### config.mk
export PLATFORM = sky130hd
export DESIGN_NAME = corner_marker_ctrl
export DESIGN_NICKNAME = d
export VERILOG_FILES = /design/src/rtl/corner_marker_ctrl.sv
export SDC_FILE = /design/constraint.sdc
export NUM_CORES = 1
export LEC_CHECK = 0
export ABC_CLOCK_PERIOD_IN_PS = 2900
export CORE_UTILIZATION = 50
export CTS_CLUSTER_DIAMETER = 100
export DETAILED_ROUTE_END_ITERATION = 8
export MAX_ROUTING_LAYER = met4
export PLACE_DENSITY = 0.75
export SETUP_SLACK_MARGIN = 0.5
export SLEW_MARGIN = 0
export SYNTH_ARGS = -nofsm -noshare
export SYNTH_HDL_FRONTEND = slang
export SYNTH_SLANG_ARGS = --single-unit
### constraint.sdc
create_clock -name clock -period 2.9 [get_ports clock]
set_input_delay 0.29 -clock clock [delete_from_list [all_inputs] [get_ports clock]]
set_output_delay 0.29 -clock clock [all_outputs]
set_load 0.01 [all_outputs]
### src/rtl/corner_marker_ctrl.sv
// Corner position store and crosshair overlay for the rectilinearizer.
// Optional feature: define CORNER_BLINK_EN to blink the selected marker.
module corner_marker_ctrl #(
    parameter int          ARM        = 20,
    parameter logic [29:0] COLOUR     = 30'h3FFFFFFF,
    parameter logic [29:0] SEL_COLOUR = 30'h3FF00000,
    parameter int          H_MAX      = 1023,
    parameter int          V_MAX      = 767,
    parameter int          REPEAT     = 8
) (
    input  logic        clock,
    input  logic        reset_n,
    input  logic [10:0] hcount,
    input  logic [9:0]  vcount,
    input  logic        new_frame,
    input  logic        det_valid,
    output logic        det_ready,
    input  logic [1:0]  det_idx,
    input  logic [10:0] det_x,
    input  logic [9:0]  det_y,
    input  logic        btn_next,
    input  logic        btn_up,
    input  logic        btn_down,
    input  logic        btn_left,
    input  logic        btn_right,
    output logic [1:0]  sel_idx,
    output logic [43:0] corners_x,
    output logic [39:0] corners_y,
    output logic [29:0] pixel
);

    localparam int RW = $clog2(REPEAT + 1);
    localparam logic [10:0] RST_X [4] = '{11'd100, 11'd923, 11'd923, 11'd100};
    localparam logic [9:0]  RST_Y [4] = '{10'd100, 10'd100, 10'd667, 10'd667};
    localparam logic signed [11:0] ARM_S = 12'(ARM);

    typedef enum logic [1:0] {IDLE, NUDGE, COMMIT} state_t;

    state_t        state, next_state;
    logic [10:0]   shadow_x [4];
    logic [9:0]    shadow_y [4];
    logic [10:0]   active_x [4];
    logic [9:0]    active_y [4];
    logic [RW-1:0] rep_cnt;
    logic          btn_next_q;
    logic          any_dir, move;
    logic [10:0]   cur_x, nudge_x, clamp_x;
    logic [9:0]    cur_y, nudge_y, clamp_y;
    logic [3:0]    hit, sel_mask;
    logic          sel_hit, other_hit, blank;
    logic signed [11:0] hc, vc, sx, sy;

    always_ff @(posedge clock or negedge reset_n) begin
        if (!reset_n) state <= IDLE;
        else          state <= next_state;
    end

    always_comb begin
        next_state = state;
        det_ready  = 1'b0;
        case (state)
            IDLE: begin
                det_ready = 1'b1;
                if (new_frame) next_state = NUDGE;
            end
            NUDGE:   next_state = COMMIT;
            COMMIT:  next_state = IDLE;
            default: next_state = IDLE;
        endcase
    end

    // Single-pixel move of the selected shadow corner, saturating at the edges
    always_comb begin
        any_dir = btn_up | btn_down | btn_left | btn_right;
        move    = any_dir && (rep_cnt == '0);
        cur_x   = shadow_x[sel_idx];
        cur_y   = shadow_y[sel_idx];
        nudge_x = cur_x;
        nudge_y = cur_y;
        if (move) begin
            if (btn_right && !btn_left && cur_x < 11'(H_MAX)) nudge_x = cur_x + 11'd1;
            else if (btn_left && !btn_right && cur_x != '0)   nudge_x = cur_x - 11'd1;
            if (btn_down && !btn_up && cur_y < 10'(V_MAX))    nudge_y = cur_y + 10'd1;
            else if (btn_up && !btn_down && cur_y != '0)      nudge_y = cur_y - 10'd1;
        end
        clamp_x = (det_x > 11'(H_MAX)) ? 11'(H_MAX) : det_x;
        clamp_y = (det_y > 10'(V_MAX)) ? 10'(V_MAX) : det_y;
    end

    always_ff @(posedge clock or negedge reset_n) begin
        if (!reset_n) begin
            for (int i = 0; i < 4; i++) begin
                shadow_x[i] <= RST_X[i];
                shadow_y[i] <= RST_Y[i];
                active_x[i] <= RST_X[i];
                active_y[i] <= RST_Y[i];
            end
            rep_cnt    <= '0;
            sel_idx    <= 2'd0;
            btn_next_q <= 1'b0;
        end else begin
            btn_next_q <= btn_next;
            if (btn_next && !btn_next_q) sel_idx <= sel_idx + 2'd1;
            if (det_valid && det_ready) begin
                shadow_x[det_idx] <= clamp_x;
                shadow_y[det_idx] <= clamp_y;
            end
            if (state == NUDGE) begin
                shadow_x[sel_idx] <= nudge_x;
                shadow_y[sel_idx] <= nudge_y;
                if (!any_dir)  rep_cnt <= '0;
                else if (move) rep_cnt <= RW'(REPEAT - 1);
                else           rep_cnt <= rep_cnt - 1'b1;
            end
            if (state == COMMIT) begin
                for (int i = 0; i < 4; i++) begin
                    active_x[i] <= shadow_x[i];
                    active_y[i] <= shadow_y[i];
                end
            end
        end
    end

`ifdef CORNER_BLINK_EN
    logic [4:0] frame_cnt;

    always_ff @(posedge clock or negedge reset_n) begin
        if (!reset_n)              frame_cnt <= 5'd0;
        else if (state == COMMIT)  frame_cnt <= frame_cnt + 5'd1;
    end

    assign blank = frame_cnt[4];
`else
    assign blank = 1'b0;
`endif

    // Signed 12-bit compares keep the arm bounds from wrapping near the origin
    always_comb begin
        hc = {1'b0, hcount};
        vc = {2'b00, vcount};
        sx = '0;
        sy = '0;
        hit = '0;
        corners_x = '0;
        corners_y = '0;
        for (int i = 0; i < 4; i++) begin
            sx = {1'b0, active_x[i]};
            sy = {2'b00, active_y[i]};
            hit[i] = ((vc == sy) && (hc > sx - ARM_S) && (hc < sx + ARM_S)) ||
                     ((hc == sx) && (vc > sy - ARM_S) && (vc < sy + ARM_S));
            corners_x[11*i +: 11] = active_x[i];
            corners_y[10*i +: 10] = active_y[i];
        end
        sel_mask  = 4'b0001 << sel_idx;
        sel_hit   = |(hit & sel_mask) && !blank;
        other_hit = |(hit & ~sel_mask);
    end

    always_ff @(posedge clock or negedge reset_n) begin
        if (!reset_n)       pixel <= '0;
        else if (sel_hit)   pixel <= SEL_COLOUR;
        else if (other_hit) pixel <= COLOUR;
        else                pixel <= '0;
    end

endmodule

==> flow_summary.toml, run 1 <==
[status]
status = "finished with violations"
violations = "setup timing"

[finish]
fin_cells = 2365
fill_cells = 2264
diodes = 0
areaGrowthSynthToFinish_pct = 35.2
final_util = 0.693
drive_above_1_share = 0.321
num-nets-final = 2185

[power]
power.leakage_nw = 8.57
vdd_drop_max_mv = 0.762
fin_total_pwr_mw = 26.5
power_density_nw_per_um2 = 1280

[synthesis]
synth_compound_area_frac = 0.163
synth_nets = 1875
synth_seq_cells = 179
syn_area_per_cell_um2 = 9.27
synth_ff_type = "dfrtp_1"
synth-edff-count = 0
yosys-top-cells-count = "ha_1, nand2_1, dfrtp_1"
synth.area.mux_share = 0.103
synth_area_leaders = "dfrtp_1, ha_1, dfstp_2"
async_flop_share = 1.00
ys_warn_count = 0
synthCells = 1652
synth_top_family_by_area = "compound AO/OA/AOI/OAI gates"
synth-simple-area-share = 0.139
netlist.area_leader.share = 0.168
synthMostInstantiatedCell = "ha_1"
synth_xor_area_frac = 0.105
netlist-cell-type-count = 78
seq_area_frac_synth = 0.299
synth_area_um2 = 15300
synth_top_cell_by_area = "dfrtp_1"
synth_adder_area_share = 0.139

[placement]
post-place-ws_ps = -155
dp_cells = 2279
place.gp.congestion = 1.00
dpl.hpwl_um = 40000
io_buffers = 169

[route]
drt-initial-drc-count = 1466
detail-route-antenna-nets = 0
drt_wl_total_um = 55200
drtPass1Iterations = 6
vias = 14800
wl_per_cell_um = 23.3
drc = 0
routed_via_density = 6.26

[sta]
hold_viol_final = 0
timing.slew.headroom = 0.484
maxSlewViolCount = 0
period_needed_ps = 2930
tightest_slew_ps = 774
holdWs_ps = 342
timing.fmax_mhz = 342
grt_setup_unrepaired = "true"
fin_ws_ps = -26.8
fin_worst_skew_ps = 6.47
setup_viol = 7
min_period_over_period = 1.01

[clock_tree]
cts_buffers = 17
clock_sinks = 179
clk_latency_ps = 450
cts.clk_slew.worst_paths_ps = 70
htreeDepth = 4
root_buffer = "clkbuf_16"
clockBufferDepth = 2
cts_tree = "yes"

[run]
max_cap_violations = 0

[floorplanning]
die_w_um = 177
coreArea_um2 = 29900
fp.dieH_um = 177
rows = 63
start_util = 0.513
ios = 170
die-area_um2 = 31300

[worst_setup_path]
end_kind = "flip-flop"
cp.required_ps = 3240
worstPathArrival_ps = 3270
start_kind = "flip-flop"
crit_fanout = 4
crit_type = "flip-flop to flip-flop"

[worst_hold_path]
min-delay-path-class = "input pin to flip-flop"

[grt]
grt_antenna_before_repair = 0
grt_pass1_vias = 14200
grt_max_degree = 79
grt-ovfl-total = 0
grt_use_total = 0.357
grt_pass1_wl_um = 82200
logic make-up after synthesis:
| group | after synthesis |
|---|---|
| simple gates | 431 |
| compound gates | 386 |
| buf+inv | 185 |
| xor+xnor | 182 |
| flops | 179 |
| fa+ha+maj | 170 |
| mux | 119 |
worst max-delay path: stages (launching register included):
cell and delay (ps):
dfstp_2 560, inv_1 50, ha_1 210, nor2b_4 180, nor3_2 70, xnor2_1 130, ha_1 320, nand3_1 120
nor4_2 280, a21oi_1 90, a21oi_2 180, a311oi_2 60, buf_4 150, o21ai_2 140, o2111ai_2 130, nand2b_1 160
path summary, 6_finish.rpt:
check / cells after the start / from / slack [ps] / to
max in group asynchronous: 3 / reset_n / 1650 / corners_x[6]
max reg2reg: 15 / corners_x[25] / -30 / pixel[28]
min in group asynchronous: 2 / reset_n / 470 / corners_y[11]
max: 15 / corners_x[25] / -30 / pixel[28]
min reg2reg: 1 / shadow_x[43] / 550 / corners_x[10]
min: 1 / btn_next / 340 / btn_next_q
flip-flops by register name, indices dropped and copies added, names as in the netlist:
signal,count
corners_x,44
shadow_x,44
corners_y,40
shadow_y,40
rep_cnt,4
pixel,2
sel_idx,2
state,2
btn_next_q,1
layout make-up:
cell class                 count  area (µm²)  share of cell area
tap                          390         488              0.0236
clock buffer                  20         467              0.0225
timing repair buffer         423        3900               0.188
clock inverter                12         176             0.00852
sequential                   179        4580               0.221
multi-input combinational   1288       10900               0.526
inverter                      53         201             0.00973
layout by cell type, fill, tap and decap left out, types with 14 or more instances in the layout:
cell             instances
dfrtp_1                102
buf_6                   22
nor4_1                  14
buf_12                  15
xor2_1                  87
inv_1                   49
mux2_2                  89
o21ai_0                 41
nor2_1                  68
nor3_1                  14
clkbuf_16               17
clkdlybuf4s50_1        168
xnor2_1                 79
o211ai_1                78
o21ai_1                 63
dfstp_2                 76
mux4_2                  22
nand4_1                 27
nand3_1                 34
nand2_1                149
buf_4                  215
o21ai_2                 26
ha_1                   165
a21oi_1                 58
routing by layer:
metal,GRT usage,share of wire,routed length (µm),vias up
met2,0.562,0.47,25900,762
li1,-,-,-,6590
met1,0.465,0.41,22900,7277
met5,-,0,0,-
met4,0.122,0.034,1880,0
met3,0.0565,0.082,4530,168
stage by stage:
stage,instance area (µm²),TNS [ps]
after floorplan,15600,-39.8
after global placement,18800,-363
after detailed placement,18800,-315
after CTS,20200,0
after global routing,20700,-2270
final,20700,-51.1
power breakdown:
part           internal (mW)  leakage [nW]  switching, mW
logic                   8.83          6.23           8.92
registers               4.13          2.03           2.07
clock network           1.51         0.312           1.05
total                   14.5          8.57           12.0
timing repair:
action / in CTS / in global routing
hold buffers: 1 / 0
hold endpoints to repair: 45 / 0
pin swaps: 67 / 43
gates cloned: 1 / 0
setup endpoints to repair: 86 / 86
resized for setup: 104 / 78
buffers inserted: 40 / 12
(Power assumes the default switching activity.)
==> inputs of run 2 (changes only) <==
--- a/config.mk
+++ b/config.mk
@@ -6,6 +6,7 @@
 export NUM_CORES = 1
 export LEC_CHECK = 0
 export ABC_CLOCK_PERIOD_IN_PS = 2900
+export CORE_MARGIN = 10
 export CORE_UTILIZATION = 50
 export CTS_CLUSTER_DIAMETER = 100
 export DETAILED_ROUTE_END_ITERATION = 8
==> run 2 against run 1 <==
Net effect: the run still ends with setup timing left; global-route usage decreased by 6.7 points; register-to-register slack got worse by 170 ps; critical path depth decreased by 3; total power decreased by 0.68%; count of clock-buffer cells in the layout decreased by 1; sequential share of layout area increased by 0.12 points; worst setup slack got worse by 170 ps.
==> flow_summary.toml, run 2 (synthesized netlist as in run 1, its figures left out) <==
[clock_tree]
root_buffer = "clkbuf_16"
cts_buffers = 17
clk_latency_ps = 440
cts.clk_slew.worst_paths_ps = 80
cts_tree = "yes"
htreeDepth = 4
clock_sinks = 179
clockBufferDepth = 2

[grt]
grt_pass1_vias = 14800
grt_use_total = 0.290
grt_pass1_wl_um = 85900
grt_antenna_before_repair = 2
grt-ovfl-total = 0
grt_max_degree = 118

[sta]
timing.slew.headroom = 0.526
tightest_slew_ps = 711
hold_viol_final = 0
setup_viol = 35
period_needed_ps = 3100
fin_worst_skew_ps = 11.2
min_period_over_period = 1.07
grt_setup_unrepaired = "true"
fin_ws_ps = -200
maxSlewViolCount = 0
timing.fmax_mhz = 323

[floorplanning]
die-area_um2 = 38000
die_w_um = 195
rows = 64
coreArea_um2 = 30400
fp.dieH_um = 195
start_util = 0.503
ios = 170

[power]
power_density_nw_per_um2 = 1280
power.leakage_nw = 8.49
vdd_drop_max_mv = 0.825

[finish]
drive_above_1_share = 0.322
fill_cells = 2287
num-nets-final = 2175
layout_commonest_cell = "buf_4"
fin_cells = 2362
mostFrequentLayoutCells = "buf_4, clkdlybuf4s50_1, ha_1"
areaGrowthSynthToFinish_pct = 34.6

[route]
drtPass1Iterations = 7
drt_wl_total_um = 56300
routed_via_density = 6.29
vias = 14900
drt-initial-drc-count = 1528
detail-route-antenna-nets = 0
drc = 0
wl_per_cell_um = 23.8

[run]
max_cap_violations = 0

[worst_setup_path]
start_kind = "flip-flop"
crit_fanout = 5
worstPathArrival_ps = 3470
crit_chain = "buf_4 -> a21oi_1 -> nor2_2 -> xnor2_1 -> ha_1 -> a211oi_4 -> nand4_1 -> a311oi_1 -> o221a_2 -> o21bai_4 -> o2111a_1 -> nor2_1"
crit_type = "flip-flop to flip-flop"
rr_worst_depth = 12
slowest_delay_ps = 590
cp.required_ps = 3270
end_kind = "flip-flop"
cpMaxStageDelayCell = "dfstp_2"

[worst_hold_path]
min-delay-path-class = "input pin to flip-flop"
whs_path_depth = 1

[status]
violations = "setup timing"
status = "finished with violations"

[placement]
place.gp.congestion = 0.979
dpl.hpwl_um = 40800
dp_cells = 2265
post-place-ws_ps = -587
io_buffers = 169
run 2: where the power goes:
part	switching [mW]	internal [mW]
Clock	1.13	1.27
Combinational	8.91	8.78
Sequential	2.12	4.13
run 2: timing repair:
item | CTS | global route
endpoints found under the setup margin | 86 | 86
pin swaps | 79 | 69
gates resized for setup | 119 | 87
endpoints found under the hold margin | 74 | 0
hold buffers | 1 | 0
buffers inserted | 46 | 17
run 2: path summary, 6_finish.rpt:
| kind | start | slack (ps) | endpoint |
|---|---|---|---|
| max | corners_x[14] | -200 | pixel[19] |
| min | btn_next | 370 | btn_next_q |
| max reg2reg | corners_x[14] | -200 | pixel[19] |
| min reg2reg | rep_cnt[3] | 540 | rep_cnt[3] |
| max in group asynchronous | reset_n | 1860 | corners_x[13] |
| min in group asynchronous | reset_n | 390 | shadow_y[20] |
run 2: through the flow:
stage	utilization	TNS (ps)	cell area, µm²	hold slack (ps)	total power, mW
after floorplan	-	-39.8	15600	-5.59	15.0
after global placement	0.611	-1200	18600	306	20.7
after detailed placement	0.611	-1170	18600	306	21.1
after CTS	0.660	-725	20100	351	25.0
after global routing	0.677	-8440	20600	374	28.0
final	0.677	-2420	20600	374	26.3
run 2: critical path: cells and delay by family, from the launching register on:
kind                     cells  cell delay, ps
AO/OA/AOI/OAI                6            1350
AND/OR/NAND/NOR              3             620
flip-flops                   1             590
adder cells (fa/ha/maj)      1             220
buffers and inverters        1             170
XOR/XNOR                     1              90
run 2: area by class of cell:
cell class                      instances  area [µm²]  area share
Multi-Input combinational cell       1288       10900       0.529
Sequential cell                       179        4580       0.222
Timing Repair Buffer                  413        3830       0.186
Tap cell                              396         495      0.0240
Clock buffer                           19         453      0.0220
Inverter                               53         204     0.00989
Clock inverter                         13         140     0.00680
Antenna cell                            1        2.50    0.000121
run 2: metal layers:
layer / wire length [µm] / part of all wire / track usage / vias up
met5: 0 / 0 / - / -
met4: 2550 / 0.045 / 0.118 / 0
met3: 4880 / 0.087 / 0.0528 / 202
met2: 26200 / 0.47 / 0.456 / 843
met1: 22600 / 0.40 / 0.363 / 7242
li1: - / - / - / 6576
